## src/rtl/load_align_unit_if.sv

```systemverilog
// Load request, memory read and response signal bundle for load_align_unit.
interface load_align_unit_if #(
   parameter int unsigned DATA_W = 32,
   parameter int unsigned ADDR_W = 32
);
   logic              req_valid;
   logic              req_ready;
   logic [ADDR_W-1:0] req_addr;
   logic [1:0]        req_size;
   logic              req_signed;
   logic              mem_rd;
   logic [ADDR_W-1:0] mem_addr;
   logic [DATA_W-1:0] mem_rdata;
   logic              rsp_valid;
   logic [DATA_W-1:0] rsp_data;
   logic              rsp_misalign;

   modport slave (
      input  req_valid, req_addr, req_size, req_signed, mem_rdata,
      output req_ready, mem_rd, mem_addr, rsp_valid, rsp_data, rsp_misalign
   );

   modport master (
      output req_valid, req_addr, req_size, req_signed, mem_rdata,
      input  req_ready, mem_rd, mem_addr, rsp_valid, rsp_data, rsp_misalign
   );
endinterface

```

## src/rtl/load_align_unit.sv

```systemverilog
// Load unit: reads the containing word(s), extracts byte/half/word at the byte offset, extends.
// Build option UNALIGNED_SPLIT_EN: misaligned loads do two reads and merge them.
module load_align_unit #(
   parameter int unsigned DATA_W  = 32,
   parameter int unsigned ADDR_W  = 32,
   parameter int unsigned MEM_LAT = 1
) (
   input  logic             clk,
   input  logic             reset,
   load_align_unit_if.slave bus
);
   localparam int unsigned BYTES = DATA_W / 8;
   localparam int unsigned OFF_W = $clog2(BYTES);
   localparam int unsigned CNT_W = $clog2(MEM_LAT + 1);

   localparam logic [1:0] ST_IDLE = 2'd0;
   localparam logic [1:0] ST_RD0  = 2'd1;
`ifdef UNALIGNED_SPLIT_EN
   localparam logic [1:0] ST_RD1  = 2'd2;
`endif
   localparam logic [1:0] ST_RESP = 2'd3;

   logic [1:0]        state_q, state_nxt;
   logic [CNT_W-1:0]  cnt_q, cnt_nxt;
   logic [OFF_W-1:0]  off_q, off_nxt;
   logic [1:0]        size_q, size_nxt;
   logic              signed_q, signed_nxt;
   logic              req_ready_q, req_ready_nxt;
   logic              mem_rd_q, mem_rd_nxt;
   logic [ADDR_W-1:0] mem_addr_q, mem_addr_nxt;
   logic              rsp_valid_q, rsp_valid_nxt;
   logic [DATA_W-1:0] rsp_data_q, rsp_data_nxt;
   logic              rsp_misalign_q, rsp_misalign_nxt;
`ifdef UNALIGNED_SPLIT_EN
   logic [DATA_W-1:0] word0_q, word0_nxt;
`endif

   logic [DATA_W-1:0]   lo_word, hi_word, shifted, extracted;
   logic [2*DATA_W-1:0] merged;
   logic                sign_b, sign_h;
   logic [ADDR_W-1:0]   word_addr_c;

   // Half crossing the last byte, or any full word not on a word boundary.
   function automatic logic is_misaligned(input logic [OFF_W-1:0] off, input logic [1:0] size);
      return (size == 2'b01 && off == OFF_W'(BYTES - 1)) || (size == 2'b00 && off != '0);
   endfunction

   assign word_addr_c = {bus.req_addr[ADDR_W-1:OFF_W], OFF_W'(0)};

   // Merge {word1,word0}, shift by the byte offset, then size and extend.
   always_comb begin
      lo_word = bus.mem_rdata;
      hi_word = '0;
`ifdef UNALIGNED_SPLIT_EN
      if (state_q == ST_RD1) begin
         lo_word = word0_q;
         hi_word = bus.mem_rdata;
      end
`endif
      merged  = {hi_word, lo_word};
      shifted = DATA_W'(merged >> {off_q, 3'b000});
      sign_b  = signed_q & shifted[7];
      sign_h  = signed_q & shifted[15];
      if (size_q[1])
         extracted = {{(DATA_W-8){sign_b}}, shifted[7:0]};
      else if (size_q[0])
         extracted = {{(DATA_W-16){sign_h}}, shifted[15:0]};
      else
         extracted = shifted;
   end

   always_comb begin
      state_nxt        = state_q;
      cnt_nxt          = cnt_q;
      off_nxt          = off_q;
      size_nxt         = size_q;
      signed_nxt       = signed_q;
      mem_rd_nxt       = 1'b0;
      mem_addr_nxt     = mem_addr_q;
      rsp_valid_nxt    = 1'b0;
      rsp_data_nxt     = rsp_data_q;
      rsp_misalign_nxt = rsp_misalign_q;
`ifdef UNALIGNED_SPLIT_EN
      word0_nxt        = word0_q;
`endif

      case (state_q)
         ST_IDLE: begin
            if (bus.req_valid) begin
               off_nxt    = bus.req_addr[OFF_W-1:0];
               size_nxt   = bus.req_size;
               signed_nxt = bus.req_signed;
`ifndef UNALIGNED_SPLIT_EN
               if (is_misaligned(bus.req_addr[OFF_W-1:0], bus.req_size)) begin
                  // No split support: report immediately without touching memory.
                  state_nxt        = ST_RESP;
                  rsp_valid_nxt    = 1'b1;
                  rsp_data_nxt     = '0;
                  rsp_misalign_nxt = 1'b1;
               end else
`endif
               begin
                  state_nxt    = ST_RD0;
                  mem_rd_nxt   = 1'b1;
                  mem_addr_nxt = word_addr_c;
                  cnt_nxt      = '0;
               end
            end
         end

         ST_RD0: begin
            if (cnt_q == CNT_W'(MEM_LAT)) begin
`ifdef UNALIGNED_SPLIT_EN
               if (is_misaligned(off_q, size_q)) begin
                  word0_nxt    = bus.mem_rdata;
                  state_nxt    = ST_RD1;
                  mem_rd_nxt   = 1'b1;
                  mem_addr_nxt = mem_addr_q + ADDR_W'(BYTES);
                  cnt_nxt      = '0;
               end else
`endif
               begin
                  state_nxt        = ST_RESP;
                  rsp_valid_nxt    = 1'b1;
                  rsp_data_nxt     = extracted;
                  rsp_misalign_nxt = 1'b0;
               end
            end else begin
               cnt_nxt = cnt_q + CNT_W'(1);
            end
         end

`ifdef UNALIGNED_SPLIT_EN
         ST_RD1: begin
            if (cnt_q == CNT_W'(MEM_LAT)) begin
               state_nxt        = ST_RESP;
               rsp_valid_nxt    = 1'b1;
               rsp_data_nxt     = extracted;
               rsp_misalign_nxt = 1'b1;
            end else begin
               cnt_nxt = cnt_q + CNT_W'(1);
            end
         end
`endif

         ST_RESP: state_nxt = ST_IDLE;

         default: state_nxt = ST_IDLE;
      endcase

      req_ready_nxt = (state_nxt == ST_IDLE);
   end

   always_ff @(posedge clk or posedge reset) begin
      if (reset) begin
         state_q        <= ST_IDLE;
         cnt_q          <= '0;
         off_q          <= '0;
         size_q         <= '0;
         signed_q       <= 1'b0;
         req_ready_q    <= 1'b1;
         mem_rd_q       <= 1'b0;
         mem_addr_q     <= '0;
         rsp_valid_q    <= 1'b0;
         rsp_data_q     <= '0;
         rsp_misalign_q <= 1'b0;
`ifdef UNALIGNED_SPLIT_EN
         word0_q        <= '0;
`endif
      end else begin
         state_q        <= state_nxt;
         cnt_q          <= cnt_nxt;
         off_q          <= off_nxt;
         size_q         <= size_nxt;
         signed_q       <= signed_nxt;
         req_ready_q    <= req_ready_nxt;
         mem_rd_q       <= mem_rd_nxt;
         mem_addr_q     <= mem_addr_nxt;
         rsp_valid_q    <= rsp_valid_nxt;
         rsp_data_q     <= rsp_data_nxt;
         rsp_misalign_q <= rsp_misalign_nxt;
`ifdef UNALIGNED_SPLIT_EN
         word0_q        <= word0_nxt;
`endif
      end
   end

   assign bus.req_ready    = req_ready_q;
   assign bus.mem_rd       = mem_rd_q;
   assign bus.mem_addr     = mem_addr_q;
   assign bus.rsp_valid    = rsp_valid_q;
   assign bus.rsp_data     = rsp_data_q;
   assign bus.rsp_misalign = rsp_misalign_q;
endmodule

```

## src/flat_wrapper.sv

```systemverilog
// flat-port wrapper written by rule: the top's interface ports become plain ports
module load_align_unit_flat 
#(
   parameter int unsigned DATA_W  = 32,
   parameter int unsigned ADDR_W  = 32,
   parameter int unsigned MEM_LAT = 1
)
  (clk, reset, bus_req_valid, bus_req_addr, bus_req_size, bus_req_signed, bus_mem_rdata, bus_req_ready, bus_mem_rd, bus_mem_addr, bus_rsp_valid, bus_rsp_data, bus_rsp_misalign);
  load_align_unit_if #(.DATA_W(DATA_W), .ADDR_W(ADDR_W)) bus_i ();
  input  logic clk;
  input  logic reset;
  input wire logic [$bits(bus_i.req_valid)-1:0] bus_req_valid;
  input wire logic [$bits(bus_i.req_addr)-1:0] bus_req_addr;
  input wire logic [$bits(bus_i.req_size)-1:0] bus_req_size;
  input wire logic [$bits(bus_i.req_signed)-1:0] bus_req_signed;
  input wire logic [$bits(bus_i.mem_rdata)-1:0] bus_mem_rdata;
  output wire logic [$bits(bus_i.req_ready)-1:0] bus_req_ready;
  output wire logic [$bits(bus_i.mem_rd)-1:0] bus_mem_rd;
  output wire logic [$bits(bus_i.mem_addr)-1:0] bus_mem_addr;
  output wire logic [$bits(bus_i.rsp_valid)-1:0] bus_rsp_valid;
  output wire logic [$bits(bus_i.rsp_data)-1:0] bus_rsp_data;
  output wire logic [$bits(bus_i.rsp_misalign)-1:0] bus_rsp_misalign;
  assign bus_i.req_valid = bus_req_valid;
  assign bus_i.req_addr = bus_req_addr;
  assign bus_i.req_size = bus_req_size;
  assign bus_i.req_signed = bus_req_signed;
  assign bus_i.mem_rdata = bus_mem_rdata;
  assign bus_req_ready = bus_i.req_ready;
  assign bus_mem_rd = bus_i.mem_rd;
  assign bus_mem_addr = bus_i.mem_addr;
  assign bus_rsp_valid = bus_i.rsp_valid;
  assign bus_rsp_data = bus_i.rsp_data;
  assign bus_rsp_misalign = bus_i.rsp_misalign;
  load_align_unit #(.DATA_W(DATA_W), .ADDR_W(ADDR_W), .MEM_LAT(MEM_LAT)) u_core (.clk(clk), .reset(reset), .bus(bus_i));
endmodule
```

## config.mk

```make
export PLATFORM = sky130hd
export DESIGN_NAME = load_align_unit_flat
export DESIGN_NICKNAME = d
export VERILOG_FILES = /design/src/rtl/load_align_unit_if.sv /design/src/rtl/load_align_unit.sv /design/src/flat_wrapper.sv
export SDC_FILE = /design/constraint.sdc
export NUM_CORES = 1
export LEC_CHECK = 0
export BUFFER_PORTS_ARGS = -buffer_cell sky130_fd_sc_hd__clkbuf_2
export CAP_MARGIN = 20
export CORE_UTILIZATION = 36
export DETAILED_ROUTE_END_ITERATION = 7
export PLACE_DENSITY_LB_ADDON = 0.05
export SLEW_MARGIN = 5
export SYNTH_ARGS = -nofsm -noshare
export SYNTH_HDL_FRONTEND = slang
export SYNTH_SLANG_ARGS = --single-unit
```

## constraint.sdc

```tcl
create_clock -name clk -period 2.7 [get_ports clk]
set_input_delay 0.135 -clock clk [delete_from_list [all_inputs] [get_ports clk]]
set_output_delay 0.135 -clock clk [all_outputs]
set_load 0.05 [all_outputs]
```

# Word-level counts from Yosys, hierarchy flattened
# Cells that the tools add are included.
# totals
rom_bits	0
latch_bits	0
ramBits	0
mem_count	0
out_inout_bits	68
register_bits	74
input_bits	70
elab_cells	60
# classes
muxes	25
n_div	0
n_bitwise	3
reduce_logical	12
multipliers	0
shifts	1
addsub	1
eq_ne	7
n_lt_le_gt_ge	0
# ops
op	count
$mux 32	5
$pmux 32 s2	1
$shr 32x5->32	1
$mux 1	12
$logic_not 2->1	3
$mux 2	3
$pmux 1 s2	3
$reduce_and 3->1	2
$eq 2x1->1 const B	2
$ne 2x1->1 const B	2
$ne 2x2->1 const B	2
$pmux 2 s2	1
$reduce_and 4->1	1
$reduce_bool 2->1	2
$and 1x1->1	2
$eq 2x2->1 const B	1
$logic_and 1x1->1	2
$reduce_and 2->1	1
$add 1x1->1 const B	1
$logic_or 1x1->1	1
$not 1->1	1

# Longest topological paths before layout
# Gate-level depths: netlist of the first run.
# logic_depth
ltp_word	7
mapped_depth	7
ltp_nobuf	5

# Worst setup path after synthesis of the first run
# OpenSTA, ideal clock, no wires.
# synth_timing
path_type	register -> register
start	register u_core.off_q[0]
end	register u_core.rsp_data_q[24] (netlist: u_core.bus.rsp_data[24])
required_time_ns	2.575
path_stages_with_launch	8
slack_ns	1.195
n_path_buf	3
synth_period_minus_slack_ns	1.505
t_arrival_ns	1.380
setup_time_ns	0.125
path_cell_list	dfrtp_1 > buf_6 > nor2b_4 > buf_6 > o2bb2ai_2 > buf_2 > a221oi_1 > o2bb2ai_1
# synth_between
elab_chain_len	6
word_cells_on_any_way	7
classes_between	1 x shift; 4 x mux; 2 x bitwise
# synth_rtl
element	line_no	rtl
start, declared	load_align_unit.sv:25	logic [OFF_W-1:0] off_q, off_nxt;
start signal, assigned	load_align_unit.sv:173	off_q <= off_nxt;
$shr 32x5->32 (*)	load_align_unit.sv:61	shifted = DATA_W'(merged >> {off_q, 3'b000});
$and 1x1->1	load_align_unit.sv:63	sign_h = signed_q & shifted[15];
$mux 32	load_align_unit.sv:66	else if (size_q[0])
$mux 32 (*)	load_align_unit.sv:64	if (size_q[1])
$mux 32 (*)	load_align_unit.sv:112	if (cnt_q == CNT_W'(MEM_LAT)) begin
$pmux 32 s2 (*)	load_align_unit.sv:87	case (state_q)
end signal, assigned	load_align_unit.sv:180	rsp_data_q <= rsp_data_nxt;
end, declared	load_align_unit.sv:32	logic [DATA_W-1:0] rsp_data_q, rsp_data_nxt;
# Every way passes the cells marked *; elsewhere a longest branch is shown, timed or not. The select of a mux whose other input is x is not followed.
# A chain may end at the register's enable or synchronous reset.

# Worst setup path after layout of the first run
# layout_timing
start	register u_core.off_q[0]
end	register u_core.rsp_data_q[26] (netlist: u_core.bus.rsp_data[26])
# Same word-level chain as after synthesis.

==> results of run 1 <==
==> state kept, by name, indices dropped and copies added, names as in the netlist <==
| register | flops |
|---|---|
| u_core.bus.rsp_data | 32 |
| u_core.bus.mem_rd | 1 |
| u_core.bus.req_ready | 1 |
| u_core.size_q | 2 |
| u_core.bus.rsp_valid | 1 |
| u_core.bus.rsp_misalign | 1 |
| u_core.state_q | 2 |
| u_core.off_q | 2 |
| u_core.bus.mem_addr | 30 |
| u_core.cnt_q | 1 |
| u_core.signed_q | 1 |
==> routing by layer <==
layer	wire length, um	global-route usage
met4	85	0.0602
met5	0	0
met1	4450	0.267
met2	4070	0.287
met3	630	0.0557
==> cell families after synthesis <==
logic type | Yosys count | synth area share
adder cells (fa/ha/maj) | 1 | 0.00324
other | 1 | 0.00108
flip-flops | 74 | 0.533
buffers and inverters | 34 | 0.0579
AO/OA/AOI/OAI | 71 | 0.171
AND/OR/NAND/NOR | 35 | 0.0460
multiplexers | 59 | 0.188
==> path summary, 6_finish.rpt <==
kind	start	end	slack [ps]
setup reg to reg	u_core.off_q[0]$_DFFE_PP0P_	u_core.bus.rsp_data[26]$_DFFE_PP0P_	680
setup / recovery	u_core.off_q[0]$_DFFE_PP0P_	u_core.bus.rsp_data[26]$_DFFE_PP0P_	680
min in group asynchronous	reset	u_core.bus.mem_addr[17]$_DFFE_PP0P_	440
max in group asynchronous	reset	u_core.bus.rsp_data[9]$_DFFE_PP0P_	1540
hold / removal	bus_req_addr[7]	u_core.bus.mem_addr[7]$_DFFE_PP0P_	20
hold reg to reg	u_core.bus.rsp_data[21]$_DFFE_PP0P_	u_core.bus.rsp_data[21]$_DFFE_PP0P_	490
==> through the flow <==
step            util  cell area (sq um)  setup slack (ps)  hold slack (ps)
3_5_place_dp   0.453               4210               734              282
2_1_floorplan      -               3480               685              225
6_report       0.487               4520               679             17.9
4_1_cts        0.482               4470               705             1.30
5_1_grt        0.487               4520               531             2.62
3_3_place_gp   0.453               4210               779              274
==> cells in the final DEF, fill, tap and decap left out, drive strengths merged, types with 8 or more instances in the layout <==
cell,netlist,layout
clkbuf,7,147
dfrtp,73,73
mux2,42,42
o2bb2ai,33,33
nor2,19,19
mux2i,16,16
a211oi,15,15
nand2,10,10
inv,9,8
o21ai,8,8
a221oi,8,8
==> area by class of cell <==
type,count,area (sq um)
sequential,74,1850
tap,129,161
clock inverter,4,98.8
clock buffer,12,145
fill,887,4760
inverter,9,35.0
multi-input combinational,168,1430
timing repair buffer,149,798
==> timing repair <==
action,4_1_cts,5_1_grt
hold buffers,2,5
setup endpoints to repair,0,0
hold endpoints to repair,40,5
==> synthesized netlist by cell type (all sizes together), types with 2 or more instances <==
library cell / count / share of area
nand2: 10 / 0.011
clkbuf: 7 / 0.0076
inv: 9 / 0.0097
mux2i: 16 / 0.046
o211ai: 2 / 0.0083
mux2: 42 / 0.14
a211oi: 15 / 0.032
o2bb2ai: 33 / 0.085
a221oi: 8 / 0.020
dfrtp: 73 / 0.52
and2: 2 / 0.0036
buf: 18 / 0.041
nor2: 19 / 0.023
o21ai: 8 / 0.012
==> flow_metrics.env, run 1 <==
export IMPL_min_path_cells=2
export IMPL_cp_buffers_inverters=1
export IMPL_post_dp_hpwl_um=6680
export IMPL_hp_class="in -> reg"
export IMPL_ys_seq_area_frac=0.533
export IMPL_worst_pin_slew_ps=862
export IMPL_ant_nets=0
export IMPL_synth_warning_count=0
export IMPL_drt_iter0_markers=93
export IMPL_drt_pass1_iter_count=4
export IMPL_finalSetupViolCount=0
export IMPL_slowest_stage="dfrtp_1"
export IMPL_fin_crit_ps=2020
export IMPL_path_clk_slew_ps=80
export IMPL_crit_chain="buf_4 > nor2b_4 > o2bb2ai_2 > a221oi_1 > o2bb2ai_1"
export IMPL_fp_dieH_um=100
export IMPL_path_depth=5
export IMPL_cts_buffer_depth=2
export IMPL_rows=35
export IMPL_totalWireLength_um=9240
export IMPL_layout_drive_gt1_share=0.495
export IMPL_antenna_found_initial=0
export IMPL_route_detailed_drc=0
export IMPL_io_buffers=135
export IMPL_via_count=2720
export IMPL_max_freq_ghz=0.495
export IMPL_grt_use_total=0.191
export IMPL_placed_cells=522
export IMPL_cts_tree="done"
export IMPL_numCtsBuffers=9
export IMPL_clock_sinks=74
export IMPL_outcome="complete, no violations"
export IMPL_io_pins=138
export IMPL_grt_pass1_vias=2774
export IMPL_cap_violations=0
export IMPL_die_w_um=100
export IMPL_grt_overflow=0
export IMPL_worstSkewPairLatency_ps=340
export IMPL_ys_seq_elements=74
export IMPL_clockRootBuffer="clkbuf_8"
export IMPL_grt_max_degree=43
export IMPL_cp_end_kind="register"
export IMPL_grt_pass1_wl_um=14600
export IMPL_stdcell_count=545
export IMPL_viasPerCell=4.99
export IMPL_relSlewSlack=0.425
export IMPL_syn_avg_cell_area_sq_um=12.7
export IMPL_start_util=0.375
export IMPL_wl_per_cell_um=17.0
export IMPL_path_class="reg -> reg"
export IMPL_synth_edf_count=0
export IMPL_required_ps=2960
export IMPL_path_delay_family="compound AO/OA/AOI/OAI gates"
export IMPL_die_area_sq_um=10100
export IMPL_ff2ff_path_depth=5
export IMPL_gp_congestion=0.820
export IMPL_cts_max_level=3
export IMPL_rsz0062_at_grt="false"
export IMPL_syn_inst=275
export IMPL_area_growth_pct=29.9
export IMPL_post_route_period_util=0.749
export IMPL_crit_fanout=17
export IMPL_hold_violations=0
export IMPL_critPathLaunchType="register"
export IMPL_antenna_cells=0
export IMPL_ctsResizeCount=0
export IMPL_synthFlopType="dfrtp_1"
export IMPL_maxSlewViolCount=0
export IMPL_cp_arrival_ps=2280
export IMPL_synthArstFlopShare=1.00
export IMPL_ys_types=33
export IMPL_finClkSkew_ps=7.27
export IMPL_fin_nets=481
export IMPL_netlist_area_sq_um=3480
export IMPL_crit_path_max_incr_delay_ps=610
export IMPL_setup_tns_ps=0
export IMPL_core_area_sq_um=9280
export IMPL_cts_setup_buffers=0
Power of run 1 is not shown: default switching activity piles up to over one toggle a cycle in this logic, so the estimate is an artifact.
==> run 2, diff against run 1 <==
==> constraint.sdc (replaced) <==
create_clock -name clk -period 2 [get_ports clk]
set_input_delay 0.1 -clock clk [delete_from_list [all_inputs] [get_ports clk]]
set_output_delay 0.1 -clock clk [all_outputs]
set_load 0.05 [all_outputs]
==> run 2 against run 1 <==
Non-clock buffer count rose by 28. Utilization is 2.7 points higher. Routed wire length rose by 1.1%. Highest routed layer unchanged.
==> flow_metrics.env, run 2 (same netlist as run 1, synthesis figures left out) <==
export IMPL_rows=35
export IMPL_largest_reg_flops=32
export IMPL_clock_sinks=74
export IMPL_wl_per_cell_um=16.3
export IMPL_clockPowerShare=0.123
export IMPL_totalWireLength_um=9350
export IMPL_via_count=2858
export IMPL_fillers=882
export IMPL_hold_violations=0
export IMPL_fin_crit_ps=1760
export IMPL_top_layer_used="met4"
export IMPL_grt_max_degree=41
export IMPL_cap_violations=0
export IMPL_wirelength_met1_um=4080
export IMPL_pwr_share_comb=0.589
export IMPL_max_freq_ghz=0.567
export IMPL_maxSlewViolCount=0
export IMPL_drt_iter0_markers=104
export IMPL_hp_class="in -> reg"
export IMPL_drt_pass1_iter_count=5
export IMPL_layout_drive_gt1_share=0.473
export IMPL_start_util=0.375
export IMPL_antenna_cells=0
export IMPL_path_class="reg -> reg"
export IMPL_cp_arrival_ps=2030
export IMPL_gp_congestion=0.783
export IMPL_route_met3_wl_um=762
export IMPL_vdd_drop_max_mv=0.895
export IMPL_core_area_sq_um=9280
export IMPL_die_area_sq_um=10100
export IMPL_cts_max_level=3
export IMPL_area_growth_pct=37.0
export IMPL_io_pins=138
export IMPL_cts_buffer_depth=2
export IMPL_setup_tns_ps=0
export IMPL_die_w_um=100
export IMPL_route_detailed_drc=0
export IMPL_p_seq_frac=0.288
export IMPL_outcome="complete, no violations"
export IMPL_fp_dieH_um=100
export IMPL_final_common_cell="clkbuf_2"
export IMPL_clockRootBuffer="clkbuf_8"
export IMPL_wl_met2_um=4240
export IMPL_grt_use_total=0.197
export IMPL_post_dp_hpwl_um=6500
export IMPL_sw_frac_of_total=0.522
export IMPL_required_ps=2270
export IMPL_fin_nets=509
export IMPL_worst_pin_slew_ps=912
export IMPL_finClkSkew_ps=11.0
export IMPL_grt_pass1_wl_um=14900
export IMPL_finish_utilization=0.514
export IMPL_mostFrequentLayoutCells="clkbuf_2, dfrtp_1, mux2_2"
export IMPL_critPathLaunchType="register"
export IMPL_io_buffers=135
export IMPL_p_switching_uw=4940
export IMPL_ctsResizeCount=0
export IMPL_post_route_period_util=0.882
export IMPL_p_per_area_nw_per_um2=1980
export IMPL_cts_tree="done"
export IMPL_relSlewSlack=0.392
export IMPL_finalSetupViolCount=0
export IMPL_antenna_found_initial=0
export IMPL_ant_nets=0
export IMPL_numCtsBuffers=9
export IMPL_power_leakage_uw=0.00230
export IMPL_viasPerCell=4.99
export IMPL_crit_fanout=17
export IMPL_rsz0062_at_grt="false"
export IMPL_worstSkewPairLatency_ps=350
export IMPL_power_internal_uw=4510
export IMPL_path_clk_slew_ps=80
export IMPL_grt_pass1_vias=2893
export IMPL_grt_overflow=0
export IMPL_cp_end_kind="register"
## run 2: cell count changes in the layout (fill, tap and decap cells not counted), sizes merged
cell | previous run | this run
buf | 7 | 10
bufinv | 3 | 1
clkbuf | 147 | 145
clkinvlp | 0 | 3
dlygate4sd3 | 7 | 32
inv | 8 | 9
## run 2: metrics by stage
stage | worst slack (ps) | instances | cell area (sq um) | hold slack (ps) | total power, uW
2_1_floorplan | 20.0 | 276 | 3480 | 190 | 7020
3_3_place_gp | 294 | 525 | 4250 | 215 | 8260
3_5_place_dp | 229 | 525 | 4250 | 217 | 8310
4_1_cts | 224 | 573 | 4770 | 19.7 | 9570
5_1_grt | 57.7 | 573 | 4770 | 32.7 | 10000
6_report | 236 | 573 | 4770 | 27.1 | 9450
## run 2: area by class of cell
class / count / area, sq um / share of cell area
multi-input cells: 168 / 1430 / 0.300
inverters: 9 / 35.0 / 0.00735
flip-flops and latches: 74 / 1850 / 0.389
repair buffers: 177 / 1100 / 0.230
well taps: 129 / 161 / 0.0338
clock buffers: 10 / 128 / 0.0268
clock inverters: 6 / 66.3 / 0.0139
## run 2: path summary, 6_finish.rpt
kind | cells after the start | startpoint | slack (ps) | to
worst max-delay path | 5 | u_core.off_q[0]$_DFFE_PP0P_ | 240 | u_core.bus.rsp_data[28]$_DFFE_PP0P_
worst min-delay path | 2 | bus_req_size[0] | 30 | u_core.size_q[0]$_DFFE_PP0P_
worst max register to register | 5 | u_core.off_q[0]$_DFFE_PP0P_ | 240 | u_core.bus.rsp_data[28]$_DFFE_PP0P_
worst min register to register | 1 | u_core.bus.rsp_data[2]$_DFFE_PP0P_ | 490 | u_core.bus.rsp_data[2]$_DFFE_PP0P_
max in group asynchronous | 4 | reset | 1210 | u_core.bus.req_ready$_DFF_PP1_
min in group asynchronous | 4 | reset | 400 | u_core.bus.mem_addr[25]$_DFFE_PP0P_
## run 2: timing repair
| item | CTS | global route |
|---|---|---|
| hold buffers | 32 | 0 |
| setup buffers | 0 | 0 |
| endpoints found under the hold margin | 104 | 0 |
## run 2: power groups by stage
| stage | clock network, uW | registers, uW | logic [uW] |
|---|---|---|---|
| 4_1_cts | 1220 | 2730 | 5620 |
| 5_1_grt | 1270 | 2830 | 5930 |
| 3_3_place_gp | 0 | 2720 | 5540 |
| 2_1_floorplan | 0 | 4800 | 2210 |
| 6_report | 1160 | 2720 | 5570 |
| 3_5_place_dp | 0 | 2740 | 5570 |
## run 2: worst max-delay path, stage by stage (launching register included)
cell and delay (ps):
dfrtp_1 430, buf_12 180, nor2b_4 270, o2bb2ai_2 400, a221oi_1 210, o2bb2ai_1 190
## run 2: per-layer routing
metal / up-vias / global-route usage
li1: 1333 / -
met1: 1372 / 0.251
met2: 136 / 0.306
met3: 17 / 0.0627
met4: 0 / 0.0870
met5: - / 0
No activity file was read; power rests on OpenSTA's default activity.
==> run 3, diff against run 2 <==
--- a/config.mk
+++ b/config.mk
@@ -9,6 +9,7 @@
 export CAP_MARGIN = 20
 export CORE_UTILIZATION = 36
 export DETAILED_ROUTE_END_ITERATION = 7
+export HOLD_SLACK_MARGIN = 0.1
 export PLACE_DENSITY_LB_ADDON = 0.05
 export SLEW_MARGIN = 5
 export SYNTH_ARGS = -nofsm -noshare
==> run 3 against run 2 <==
Worst setup slack improved by 4.9 ps. Sequential share of layout area fell by 1.4 points. Cell count rose by 3.1%. Hold slack improved by 110 ps. Routed wire length rose by 2.2%. Non-clock buffer count rose by 18. Die area did not move. Power rose by 0.36%. Clock power barely moved. Flip-flop and latch count did not move. Count of clock-buffer cells in the layout did not move.
==> flow_metrics.env, run 3 (same netlist as run 1, synthesis figures left out) <==
export IMPL_regToRegStartpoint="u_core.off_q[0]$_DFFE_PP0P_"
export IMPL_p_per_area_nw_per_um2=1920
export IMPL_ff2ff_path_depth=5
export IMPL_r2r_end="u_core.bus.rsp_data[24]$_DFFE_PP0P_"
export IMPL_ctsResizeCount=0
export IMPL_cts_buffer_depth=2
export IMPL_hold_violations=0
export IMPL_path_clk_slew_ps=80
export IMPL_maxSlewViolCount=0
export IMPL_totalWireLength_um=9550
export IMPL_io_pins=138
export IMPL_area_growth_pct=42.2
export IMPL_fillers=871
export IMPL_worst_slack_ps=241
export IMPL_relSlewSlack=0.394
export IMPL_cp_arrival_ps=2030
export IMPL_drt_iter0_markers=101
export IMPL_ant_nets=0
export IMPL_critPathLaunchType="register"
export IMPL_antenna_cells=0
export IMPL_crit_fanout=17
export IMPL_fp_dieH_um=100
export IMPL_fin_nets=527
export IMPL_via_count=2890
export IMPL_power_leakage_uw=0.00237
export IMPL_grt_max_degree=41
export IMPL_clockRootBuffer="clkbuf_8"
export IMPL_vdd_drop_max_mv=0.895
export IMPL_finalSetupViolCount=0
export IMPL_grt_use_total=0.201
export IMPL_drt_pass1_iter_count=4
export IMPL_io_buffers=135
export IMPL_required_ps=2270
export IMPL_layout_drive_gt1_share=0.455
export IMPL_cts_setup_buffers=0
export IMPL_gp_congestion=0.783
export IMPL_worst_pin_slew_ps=909
export IMPL_post_route_period_util=0.879
export IMPL_viasPerCell=4.89
export IMPL_cp_end_kind="register"
export IMPL_antenna_found_initial=0
export IMPL_start_util=0.375
export IMPL_path_class="reg -> reg"
export IMPL_rows=35
export IMPL_route_detailed_drc=0
export IMPL_post_dp_hpwl_um=6500
export IMPL_final_common_cell="clkbuf_2"
export IMPL_hp_class="in -> reg"
export IMPL_wl_per_cell_um=16.2
export IMPL_mostFrequentLayoutCells="clkbuf_2, dfrtp_1, dlygate4sd3_1"
export IMPL_pre_cts_slack_ps=229
export IMPL_r2r_setup_slack_ps=240
export IMPL_outcome="complete, no violations"
export IMPL_grt_overflow=0
export IMPL_cts_tree="done"
export IMPL_setup_tns_ps=0
export IMPL_cap_violations=0
export IMPL_largest_reg_flops=32
export IMPL_rsz0062_at_grt="false"
export IMPL_finClkSkew_ps=12.0
export IMPL_cts_max_level=3
export IMPL_die_w_um=100
export IMPL_grt_pass1_vias=2970
export IMPL_core_area_sq_um=9280
export IMPL_max_freq_ghz=0.569
export IMPL_grt_pass1_wl_um=15200
export IMPL_min_path_cells=3
export IMPL_min_delay_start="bus_mem_rdata[31]"
export IMPL_worstSkewPairLatency_ps=340
export IMPL_numCtsBuffers=9
export IMPL_fin_crit_ps=1760
export IMPL_die_area_sq_um=10100
export IMPL_clock_sinks=74
export IMPL_whs_endpoint="u_core.bus.rsp_data[31]$_DFFE_PP0P_"
==> run 3: changes by cell type in the layout (fill, tap and decap cells not counted), sizes merged <==
| cell | change |
|---|---|
| dlygate4sd3 | +18 |
==> run 3: routing by layer <==
| metal | GRT usage | part of all wire | up-vias |
|---|---|---|---|
| met5 | 0 | 0 | - |
| met4 | 0.0870 | 0.020 | 0 |
| met3 | 0.0599 | 0.072 | 12 |
| met2 | 0.317 | 0.46 | 125 |
| met1 | 0.256 | 0.45 | 1384 |
| li1 | - | - | 1369 |
==> run 3: stage by stage <==
stage | cells | utilization | hold WS, ps | instance area, sq um | power (uW)
2_1_floorplan | 276 | - | 190 | 3480 | 7020
3_3_place_gp | 525 | 0.458 | 215 | 4250 | 8260
3_5_place_dp | 525 | 0.458 | 217 | 4250 | 8310
4_1_cts | 591 | 0.533 | 114 | 4950 | 9600
5_1_grt | 591 | 0.533 | 139 | 4950 | 10100
6_report | 591 | 0.533 | 141 | 4950 | 9490
==> run 3: worst max-delay path: stages (launching register included) <==
cell and delay, ps:
dfrtp_1 430, buf_12 190, nor2b_4 260, o2bb2ai_2 390
a221oi_1 230, o2bb2ai_1 180
==> run 3: power by group <==
part | total (uW) | internal [uW] | switching, uW
Combinational | 5610 | 1730 | 3880
Sequential | 2720 | 2230 | 486
Clock | 1160 | 579 | 582
Total | 9490 | 4540 | 4950
==> run 3: worst max-delay path by stage <==
stage,endpoint,startpoint,depth (start not counted)
global route,u_core.bus.rsp_data[29]$_DFFE_PP0P_,u_core.off_q[0]$_DFFE_PP0P_,5
finish,u_core.bus.rsp_data[24]$_DFFE_PP0P_,u_core.off_q[0]$_DFFE_PP0P_,5
CTS,u_core.bus.rsp_data[24]$_DFFE_PP0P_,u_core.off_q[0]$_DFFE_PP0P_,5
floorplan,u_core.bus.mem_addr[10]$_DFFE_PP0P_,reset,1
detailed placement,u_core.bus.rsp_data[24]$_DFFE_PP0P_,u_core.off_q[0]$_DFFE_PP0P_,5
global placement,u_core.bus.rsp_data[31]$_DFFE_PP0P_,u_core.off_q[0]$_DFFE_PP0P_,5
==> run 3: layout make-up <==
class                      count  area, sq um  area share
sequential                    74         1850       0.374
multi-input combinational    168         1430       0.289
timing repair buffer         195         1280       0.258
tap                          129          161      0.0326
clock buffer                  10          128      0.0258
clock inverter                 6         66.3      0.0134
inverter                       9         35.0     0.00708
==> run 3: what timing repair did <==
action	4_1_cts	5_1_grt
hold buffers	50	0
hold endpoints to repair	122	0
endpoints found under the setup margin	0	0
